## src/rtl/debug_cmd_rx.sv

```systemverilog
// Debug-link command receiver: 8N1 UART plus an ASCII line parser that drives core halt/step/breakpoint controls.
// Latency: rx_valid 1 clk after the mid-stop-bit sample; commands execute on the edge after the terminator's rx_valid.
// Backpressure: none; the serial line cannot be stalled, so every byte is consumed the cycle it arrives.
module debug_cmd_rx #(
    parameter int CLKS_PER_BIT = 217,
    parameter int MAX_HEX      = 4
) (
    input  logic        clk,
    input  logic        reset,
    input  logic        rx,
    output logic        halt,
    output logic        step,
    output logic [15:0] bp_addr,
    output logic        bp_enable,
    output logic [7:0]  rx_data,
    output logic        rx_valid,
    output logic        cmd_valid,
    output logic        cmd_error
);
    localparam int            CW   = $clog2(CLKS_PER_BIT);
    localparam logic [CW-1:0] LAST = CW'(CLKS_PER_BIT - 1);
    localparam logic [CW-1:0] HALF = CW'(CLKS_PER_BIT / 2);
    localparam int            HW   = $clog2(MAX_HEX + 1);
    localparam logic [HW-1:0] HMAX = HW'(MAX_HEX);

    typedef enum logic [1:0] {IDLE, START, DATA, STOP} u_state_t;
    typedef enum logic [1:0] {P_CMD, P_HEX, P_TERM, P_DISCARD} p_state_t;

    logic          rx_m, rx_s;
    u_state_t      u_state, u_next;
    logic [CW-1:0] cnt;
    logic [2:0]    bit_idx;
    logic [7:0]    shift;
    logic          brk;
    logic          bit_tick, byte_done, frame_err;

    always_ff @(posedge clk) begin
        if (reset) begin
            rx_m <= 1'b1;
            rx_s <= 1'b1;
        end else begin
            rx_m <= rx;
            rx_s <= rx_m;
        end
    end

    always_ff @(posedge clk) begin
        if (reset) u_state <= IDLE;
        else       u_state <= u_next;
    end

    always_comb begin
        u_next = u_state;
        case (u_state)
            IDLE:  if (!rx_s) u_next = START;
            START: if (cnt == HALF) u_next = rx_s ? IDLE : DATA;
            DATA:  if (cnt == LAST && bit_idx == 3'd7) u_next = STOP;
            // After a framing error, hold here until the line is idle so a break cannot look like a new start bit.
            STOP: begin
                if (brk) begin
                    if (rx_s) u_next = IDLE;
                end else if (cnt == LAST && rx_s) begin
                    u_next = IDLE;
                end
            end
            default: u_next = IDLE;
        endcase
    end

    always_comb begin
        bit_tick  = (u_state == DATA) && (cnt == LAST);
        byte_done = (u_state == STOP) && !brk && (cnt == LAST) && rx_s;
        frame_err = (u_state == STOP) && !brk && (cnt == LAST) && !rx_s;
    end

    always_ff @(posedge clk) begin
        if (reset) begin
            cnt      <= '0;
            bit_idx  <= 3'd0;
            shift    <= 8'h00;
            brk      <= 1'b0;
            rx_data  <= 8'h00;
            rx_valid <= 1'b0;
        end else begin
            rx_valid <= byte_done;
            if (u_next != u_state || cnt == LAST) cnt <= '0;
            else                                  cnt <= cnt + 1'b1;
            if (u_state == START) bit_idx <= 3'd0;
            if (bit_tick) begin
                shift   <= {rx_s, shift[7:1]};
                bit_idx <= bit_idx + 3'd1;
            end
            if (byte_done) rx_data <= shift;
            if (frame_err)             brk <= 1'b1;
            else if (u_state != STOP)  brk <= 1'b0;
        end
    end

    p_state_t      p_state, p_next;
    logic [7:0]    uc, op;
    logic [3:0]    nibble;
    logic          is_term, is_hex, do_exec, reject;
    logic [15:0]   acc;
    logic [HW-1:0] hex_cnt;

    always_comb begin
        uc      = (rx_data >= 8'h61 && rx_data <= 8'h7A) ? (rx_data & 8'hDF) : rx_data;
        is_term = (rx_data == 8'h0D) || (rx_data == 8'h0A);
        is_hex  = 1'b0;
        nibble  = 4'h0;
        if (uc >= 8'h30 && uc <= 8'h39) begin
            is_hex = 1'b1;
            nibble = uc[3:0];
        end else if (uc >= 8'h41 && uc <= 8'h46) begin
            is_hex = 1'b1;
            nibble = uc[3:0] + 4'd9;
        end
    end

    always_ff @(posedge clk) begin
        if (reset) p_state <= P_CMD;
        else       p_state <= p_next;
    end

    always_comb begin
        p_next = p_state;
        if (frame_err) begin
            p_next = P_DISCARD;
        end else if (rx_valid) begin
            case (p_state)
                P_CMD: if (!is_term) begin
                    if (uc == "H" || uc == "C" || uc == "S" || uc == "X") p_next = P_TERM;
                    else if (uc == "B")                                 p_next = P_HEX;
                    else                                                p_next = P_DISCARD;
                end
                P_HEX: begin
                    if (is_hex && hex_cnt < HMAX) p_next = P_HEX;
                    else if (is_term)             p_next = P_CMD;
                    else                          p_next = P_DISCARD;
                end
                P_TERM:    p_next = is_term ? P_CMD : P_DISCARD;
                P_DISCARD: if (is_term) p_next = P_CMD;
                default:   p_next = P_CMD;
            endcase
        end
    end

    // A terminator in P_HEX either completes the address or rejects the whole line on the spot.
    always_comb begin
        do_exec = rx_valid && is_term &&
                  ((p_state == P_TERM) || (p_state == P_HEX && hex_cnt == HMAX));
        reject  = rx_valid && is_term &&
                  ((p_state == P_DISCARD) || (p_state == P_HEX && hex_cnt != HMAX));
    end

    always_ff @(posedge clk) begin
        if (reset) begin
            op        <= 8'h00;
            acc       <= 16'h0000;
            hex_cnt   <= '0;
            halt      <= 1'b0;
            step      <= 1'b0;
            bp_addr   <= 16'h0000;
            bp_enable <= 1'b0;
            cmd_valid <= 1'b0;
            cmd_error <= 1'b0;
        end else begin
            step      <= 1'b0;
            cmd_valid <= 1'b0;
            cmd_error <= frame_err | reject;
            if (rx_valid && p_state == P_CMD && !is_term) begin
                op      <= uc;
                acc     <= 16'h0000;
                hex_cnt <= '0;
            end
            if (rx_valid && p_state == P_HEX && is_hex && hex_cnt < HMAX) begin
                acc     <= {acc[11:0], nibble};
                hex_cnt <= hex_cnt + 1'b1;
            end
            if (do_exec) begin
                case (op)
                    "H": begin halt <= 1'b1; cmd_valid <= 1'b1; end
                    "C": begin halt <= 1'b0; cmd_valid <= 1'b1; end
                    "S": begin
                        if (halt) begin
                            step      <= 1'b1;
                            cmd_valid <= 1'b1;
                        end else begin
                            cmd_error <= 1'b1;
                        end
                    end
                    "B": begin bp_addr <= acc; bp_enable <= 1'b1; cmd_valid <= 1'b1; end
                    "X": begin bp_enable <= 1'b0; cmd_valid <= 1'b1; end
                    default: cmd_error <= 1'b1;
                endcase
            end
        end
    end
endmodule

```

## config.mk

```make
export PLATFORM = sky130hd
export DESIGN_NAME = debug_cmd_rx
export DESIGN_NICKNAME = d
export VERILOG_FILES = /design/src/rtl/debug_cmd_rx.sv
export SDC_FILE = /design/constraint.sdc
export NUM_CORES = 1
export LEC_CHECK = 0
export CAP_MARGIN = 40
export CORE_ASPECT_RATIO = 1.4
export CORE_UTILIZATION = 55
export DETAILED_ROUTE_END_ITERATION = 7
export PLACE_DENSITY = 0.76
export SYNTH_ARGS = -nofsm -noshare
export SYNTH_HDL_FRONTEND = slang
export SYNTH_SLANG_ARGS = --single-unit
```

## constraint.sdc

```tcl
create_clock -name clk -period 3.4 [get_ports clk]
set_clock_uncertainty 0.15 [all_clocks]
set_input_delay 0.34 -clock clk [delete_from_list [all_inputs] [get_ports clk]]
set_output_delay 0.34 -clock clk [all_outputs]
set_load 0.01 [all_outputs]
```

==> impl_results.md, run 1 <==
* CTS Hold Bufs at 0
* Largest net degree at the start of global routing at 31
* Root buffer cell: clkbuf_8
* Post-route antenna net violation count at 0
* Fmax at 0.335 GHz
* Final Slew Violations at 0
* Worst path required time at 3540 ps
* Count leader, synth: dfxtp_1
* CTS Buf Count at 9
* Fraction of layout cells with a size suffix above 1 at a little under 9%
* Post-synthesis cell count at slightly above 400
* Top-area cell type share of the netlist area at 44.7%
* Sw Ratio at approximately a fifth
* Post-DP HPWL at approximately 5.0 mm
* Synth async-reset ratio at 0%
* Top_reg_cell synth: dfxtp_1
* Synth warn at 0
* Synth unique cells at between 50 and 60
* Full die area at between 0.007 and 0.008 sq mm
* Total gr overflow at 0
* Crit path buf inv count at 1
* Gates resized, CTS repair at 0
* Crit path DAT at ~3100 ps
* Unrepaired setup endpoints after global routing: no
* Psw at about 0.00037 W
* Site Rows at 35
* Initial Utilization at between 50% and 60%
* Netlist Area Pre-Place at ~0.0037 sq mm
* Syn nets at between 400 and 500
* Port bufs at 32
* Clock sink count at 83
* Maximum VDD drop at slightly below 300 uV
* DRT iter0 DRCs at 180
* Initial antenna violation count at 0
* Vias per inst at 5.79
* Final Setup Violations at 0
* Post-route clock period utilization at approximately 88%
* Critical path type: register to register
* Combinational Power Share at 1.9%
* Flop pwr share at between 50% and 60%
* Post-synth EDFFs at 0
* Hold WS at 259 ps
* Total number of H-tree levels at 3
* Slew at the pin with the worst max-slew slack at 828 ps
* Worst-path fanout max at 19
* Crit path time final at approximately 3000 ps
* CP delay by family, top: compound AO/OA/AOI/OAI gates
* Nets at around 450
* Post-synth top area cell: dfxtp_1
* Setup crit start kind: register
* Register area share after synthesis at between 40% and 50%
* Area contributors post-synth: dfxtp_1 45%, mux2i_1 9.7%, nor2_1 6.5%, a21oi_1 4.2%, ha_1 3.7%
* Max incr delay on CP at between 500 and 600 ps
* RePlAce Congestion at 0.816
* Worst Hold Class: input pin to register
* Clk pwr share at a little over two fifths
* First-pass GRT wire length at between 10 and 15 mm
* TritonCTS clock tree: done
* ANT cells at 0
* Slew margin rel. at 44.8%
* # IOs at 33
* Drt drc at 0
* Run status: finished, final reports clean
* Flops & latches, synth at 83
* TNS Setup at 0 ps
* Die width at 71.5 um
* CP max stage cell: a311oi_2
* Post-route cell area at between 0.004 and 0.005 sq mm
* DR WL/cell at 14.2 um
* Leak at 1.61 nW
* Layout area overhead at 13.9%
* Clk slew on worst S/H paths at 80 ps
* Dpl cell area at about 0.0040 sq mm
* P per Cell Area at 426 mW/mm^2
* # Post-CTS Setup Buffers at 0
* Core ar. at 0.00657 sq mm
* Hold Violations, Final at 0
* Mapped Avg Cell Area at around 9 sq um
* CP endpoint kind: register
* Max-Cap Viols at 0
* Clock latency on the worst-skew pair at between 300 and 400 ps
* Crit-path cells: inv_1 -> ha_1 -> nor2b_1 -> nand4_1 -> a311oi_2 -> o2111ai_2 -> a21o_1 -> a21oi_1
* Routed vias at slightly below 3k
* Routed wire length at a little over 7 mm
* Commonest cells post-synth: 83 x dfxtp_1, 64 x nor2_1, 36 x mux2i_1
* DR pass1 iterations at 6
* Clock Path Buffers at 2
* Internal at approximately 0.0014 W
* Vias in the first global route at ~2.8k
* GRT Util Overall at about 22%
* Die Y at around 99 um
logic make-up after synthesis:
group / after synthesis / share of synthesized area [%]
buf+inv: 45 / 6.15
fa+ha+maj: 11 / 3.70
flops: 83 / 44.7
compound gates: 68 / 12.2
simple gates: 162 / 21.3
mux: 39 / 10.6
xor+xnor: 6 / 1.41
flip-flops by register name, summed over array words and instances, names as in the netlist, 2 cells and up:
name,count
bit_idx,3
bp_addr,16
acc,16
u_state,2
op,8
hex_cnt,3
cnt,8
shift,8
p_state,2
rx_data,8
power by group through the flow:
stage | Clock (W) | Sequential (W) | Combinational, W
finish | 0.000790 | 0.000983 | 0.0000341
detailed placement | 0 | 0.00101 | 0.0000344
CTS | 0.000804 | 0.000982 | 0.0000345
global placement | 0 | 0.00101 | 0.0000299
global route | 0.000848 | 0.000984 | 0.0000384
floorplan | 0 | 0.00100 | 0.0000257
worst register-to-register path, delay by kind of cell (launching register included):
family	cells	cell delay [ps]
simple gates	2	440
fa+ha+maj	1	230
flops	1	440
compound gates	4	1510
buf+inv	1	140
layout make-up:
| cell class | count | area [sq um] |
|---|---|---|
| inverters | 14 | 52.6 |
| repair buffers | 37 | 373 |
| clock inverters | 4 | 72.6 |
| well taps | 74 | 92.6 |
| fillers | 564 | 2330 |
| multi-input cells | 286 | 1830 |
| flip-flops and latches | 83 | 1660 |
| clock buffers | 12 | 155 |
routing by layer:
layer  vias up  track usage, %  wire length [um]
met1      1393            24.3              3060
li1       1467               -                 -
met4         0            14.8               240
met3        22            4.66               209
met5         -               0                 0
met2        72            37.9              3750
worst paths after layout:
check                                start    endpoint  slack (ps)  cells after the start
worst max-delay path            rx_data[1]      acc[2]         420                      8
worst min-delay path                 reset  bit_idx[2]         260                      2
worst max register to register  rx_data[1]      acc[2]         420                      8
worst min register to register        rx_m        rx_s         280                      1
cell usage in the layout (no fill, tap or decap), types with 3 or more instances in the layout:
cell / n
dfxtp_1: 83
nor2_1: 64
mux2i_1: 36
a21oi_1: 31
clkdlybuf4s50_1: 31
nand2_1: 30
nand3_1: 24
inv_1: 14
ha_1: 11
clkbuf_8: 11
o21ai_0: 10
nor3_1: 8
or3_1: 4
nand4_1: 4
a22oi_1: 4
nand2b_1: 4
xor2_1: 4
buf_4: 4
and2_1: 3
mux2_2: 3
nor2b_1: 3
or2_2: 3
o21a_1: 3
per-stage QoR:
step	total power [W]	std cells	util (%)	setup WS [ps]
CTS	0.00182	510	64.5	423
floorplan	0.00103	414	-	911
detailed placement	0.00104	494	61.0	470
finish	0.00181	510	64.5	419
global placement	0.00104	493	60.6	599
global route	0.00187	510	64.5	86.6
Power figures use the tool's default switching activity.
==> run 2, diff against run 1 <==
--- a/config.mk
+++ b/config.mk
@@ -7,9 +7,10 @@
 export LEC_CHECK = 0
 export CAP_MARGIN = 40
 export CORE_ASPECT_RATIO = 1.4
-export CORE_UTILIZATION = 55
+export CORE_UTILIZATION = 35
 export DETAILED_ROUTE_END_ITERATION = 7
-export PLACE_DENSITY = 0.76
+export PLACE_DENSITY = 0.52
+export SLEW_MARGIN = 20
 export SYNTH_ARGS = -nofsm -noshare
 export SYNTH_HDL_FRONTEND = slang
 export SYNTH_SLANG_ARGS = --single-unit
==> run 2 against run 1 <==
  * Sequential share of layout area down 1.1 points
  * Die area up 56%
  * Sequential cell count unchanged
  * Power rose by 10%
  * Critical endpoint unchanged
  * Hold slack better by 9.0 ps
  * Clock power up 23%
  * Maximum frequency is 1.3% lower
  * Cell area rose by 3.0%
  * Critical path type unchanged
==> impl_results.md, run 2 (synthesis gave the netlist of run 1 again) <==
* Vias in the first global route at 2700 (was 2848)
* Vias per inst at 5.04 (was 5.79)
* Routed vias at 2881 (was 2954)
* CTS Hold Bufs at 0 (unchanged)
* Post-Place Cells at 557 (was 494)
* Sw Ratio at 20.9% (was 20.2%)
* # IOs at 33 (unchanged)
* Core ar. at 0.0103 sq mm (was 0.00657 sq mm)
* Routed wire length at 7.53 mm (was 7.26 mm)
* Final Slew Violations at 0 (unchanged)
* Die width at 89.1 um (was 71.5 um)
* Final Setup Violations at 0 (unchanged)
* Finished Layout Cells at 572 (was 510)
* Root buffer cell: clkbuf_16 (was clkbuf_8)
* Setup crit start kind: register (unchanged)
* Max incr delay on CP at 580 ps (was 560 ps)
* Leak at 1.63 nW (was 1.61 nW)
* Initial Utilization at 36.0% (was 56.6%)
* Clock latency on the worst-skew pair at 340 ps (was 350 ps)
* DP Worst Slack at 431 ps (was 470 ps)
* Internal at 0.00158 W (was 0.00144 W)
* Port bufs at 32 (unchanged)
* TritonCTS clock tree: done (unchanged)
* DR pass1 iterations at 4 (was 6)
* Gates resized, CTS repair at 0 (unchanged)
* Layout area overhead at 17.3% (was 13.9%)
* Critical path type: register to register (unchanged)
* Die Y at 124 um (was 99.3 um)
* Crit path DAT at 3140 ps (was 3120 ps)
* Nets at 444 (was 445)
* Fmax at 0.331 GHz (was 0.335 GHz)
* GRT Util Overall at 14.9% (was 22.1%)
* DR WL/cell at 13.2 um (was 14.2 um)
* Total gr overflow at 0 (unchanged)
* Hold Violations, Final at 0 (unchanged)
* Post-route clock period utilization at 88.8% (was 87.7%)
* Clk pwr share at 49.0% (was 43.7%)
* First-pass GRT wire length at 12.6 mm (was 12.4 mm)
* Fill count at 1088 (was 564)
* RePlAce Congestion at 0.866 (was 0.816)
* Crit-path cells: inv_1 -> ha_1 -> nor2b_1 -> nand4_1 -> a311oi_2 -> o2111ai_2 -> a21o_1 -> a21oi_1 (unchanged)
* CP delay by family, top: compound AO/OA/AOI/OAI gates (unchanged)
* CP endpoint kind: register (unchanged)
* Final setup margin at 381 ps (was 419 ps)
* Crit path time final at 3020 ps (was 2980 ps)
* CTS Buf Count at 9 (unchanged)
* ANT cells at 0 (unchanged)
* Post-route antenna net violation count at 0 (unchanged)
* Slew margin rel. at 44.4% (was 44.8%)
* Biggest regs: acc (16), bp_addr (16) (unchanged)
* Psw at 0.000416 W (was 0.000365 W)
* # Post-CTS Setup Buffers at 0 (unchanged)
* Fraction of layout cells with a size suffix above 1 at 8.53% (was 8.72%)
* Most frequent cells in the layout: 83 x dfxtp_1, 64 x nor2_1, 36 x mux2i_1, 31 x a21oi_1, 31 x clkdlybuf4s50_1 (unchanged)
* Drt drc at 0 (unchanged)
* Unrepaired setup endpoints after global routing: no (unchanged)
* Clock Path Buffers at 2 (unchanged)
* CP max stage cell: a311oi_2 (unchanged)
* Clk slew on worst S/H paths at 60 ps (was 80 ps)
* Total power at 0.00199 W (was 0.00181 W)
* Total number of H-tree levels at 3 (unchanged)
* Slew at the pin with the worst max-slew slack at 834 ps (was 828 ps)
* Max-Cap Viols at 0 (unchanged)
* Full die area at 0.0111 sq mm (was 0.00710 sq mm)
* DRT iter0 DRCs at 158 (was 180)
* Combinational Power Share at 1.6% (was 1.9%)
* Worst Hold Class: register to register (was input pin to register)
* Crit path buf inv count at 1 (unchanged)
* Largest net degree at the start of global routing at 39 (was 31)
* Clock sink count at 83 (unchanged)
* Run status: finished, final reports clean (unchanged)
* Most common cell after layout, fill and taps aside: dfxtp_1 (unchanged)
* P per Cell Area at 456 mW/mm^2 (was 426 mW/mm^2)
* TNS Setup at 0 ps (unchanged)
* Worst-path fanout max at 19 (unchanged)
* Post-DP HPWL at 5.24 mm (was 5.04 mm)
* Flop pwr share at 49.4% (was 54.4%)
* Site Rows at 44 (was 35)
* Initial antenna violation count at 0 (unchanged)
* Worst path required time at 3520 ps (was 3540 ps)
* Maximum VDD drop at 224 uV (was 296 uV)
run 2: final timing paths:
check / startpoint / end / slack, ps / cells after the start
hold / removal: rx_m / rx_s / 270 / 1
hold reg to reg: rx_m / rx_s / 270 / 1
setup reg to reg: rx_data[1] / acc[2] / 380 / 8
setup / recovery: rx_data[1] / acc[2] / 380 / 8
run 2: area by class of cell:
type | count | area, sq um | area share (%)
timing repair buffer | 36 | 345 | 7.91
inverter | 14 | 52.6 | 1.20
sequential | 83 | 1660 | 38.1
clock inverter | 5 | 62.6 | 1.43
multi-input combinational | 286 | 1830 | 41.9
clock buffer | 10 | 239 | 5.48
tap | 138 | 173 | 3.96
run 2: power by group through the flow:
| stage | Combinational, W | Sequential [W] | Clock, W |
|---|---|---|---|
| 6_report | 0.0000325 | 0.000984 | 0.000975 |
| 5_1_grt | 0.0000374 | 0.000984 | 0.00103 |
| 4_1_cts | 0.0000332 | 0.000984 | 0.00101 |
| 3_5_place_dp | 0.0000331 | 0.00101 | 0 |
| 3_3_place_gp | 0.0000322 | 0.00101 | 0 |
| 2_1_floorplan | 0.0000257 | 0.00100 | 0 |
run 2: per-layer routing:
metal / wire (um) / share of wire, % / track usage, % / vias up
met5: 0 / 0 / 0 / -
met4: 204 / 2.7 / 8.73 / 0
met3: 214 / 2.8 / 3.25 / 16
met2: 3620 / 48 / 24.0 / 35
met1: 3480 / 46 / 18.0 / 1364
li1: - / - / - / 1466
run 2: metrics by stage:
step                      hold slack, ps  cell area, sq um  utilization [%]
final                                268              4360             42.2
after global routing                 286              4360             42.2
after floorplan                      239              3720                -
after CTS                            273              4360             42.2
after detailed placement             254              4060             39.3
after global placement               254              4060             39.3
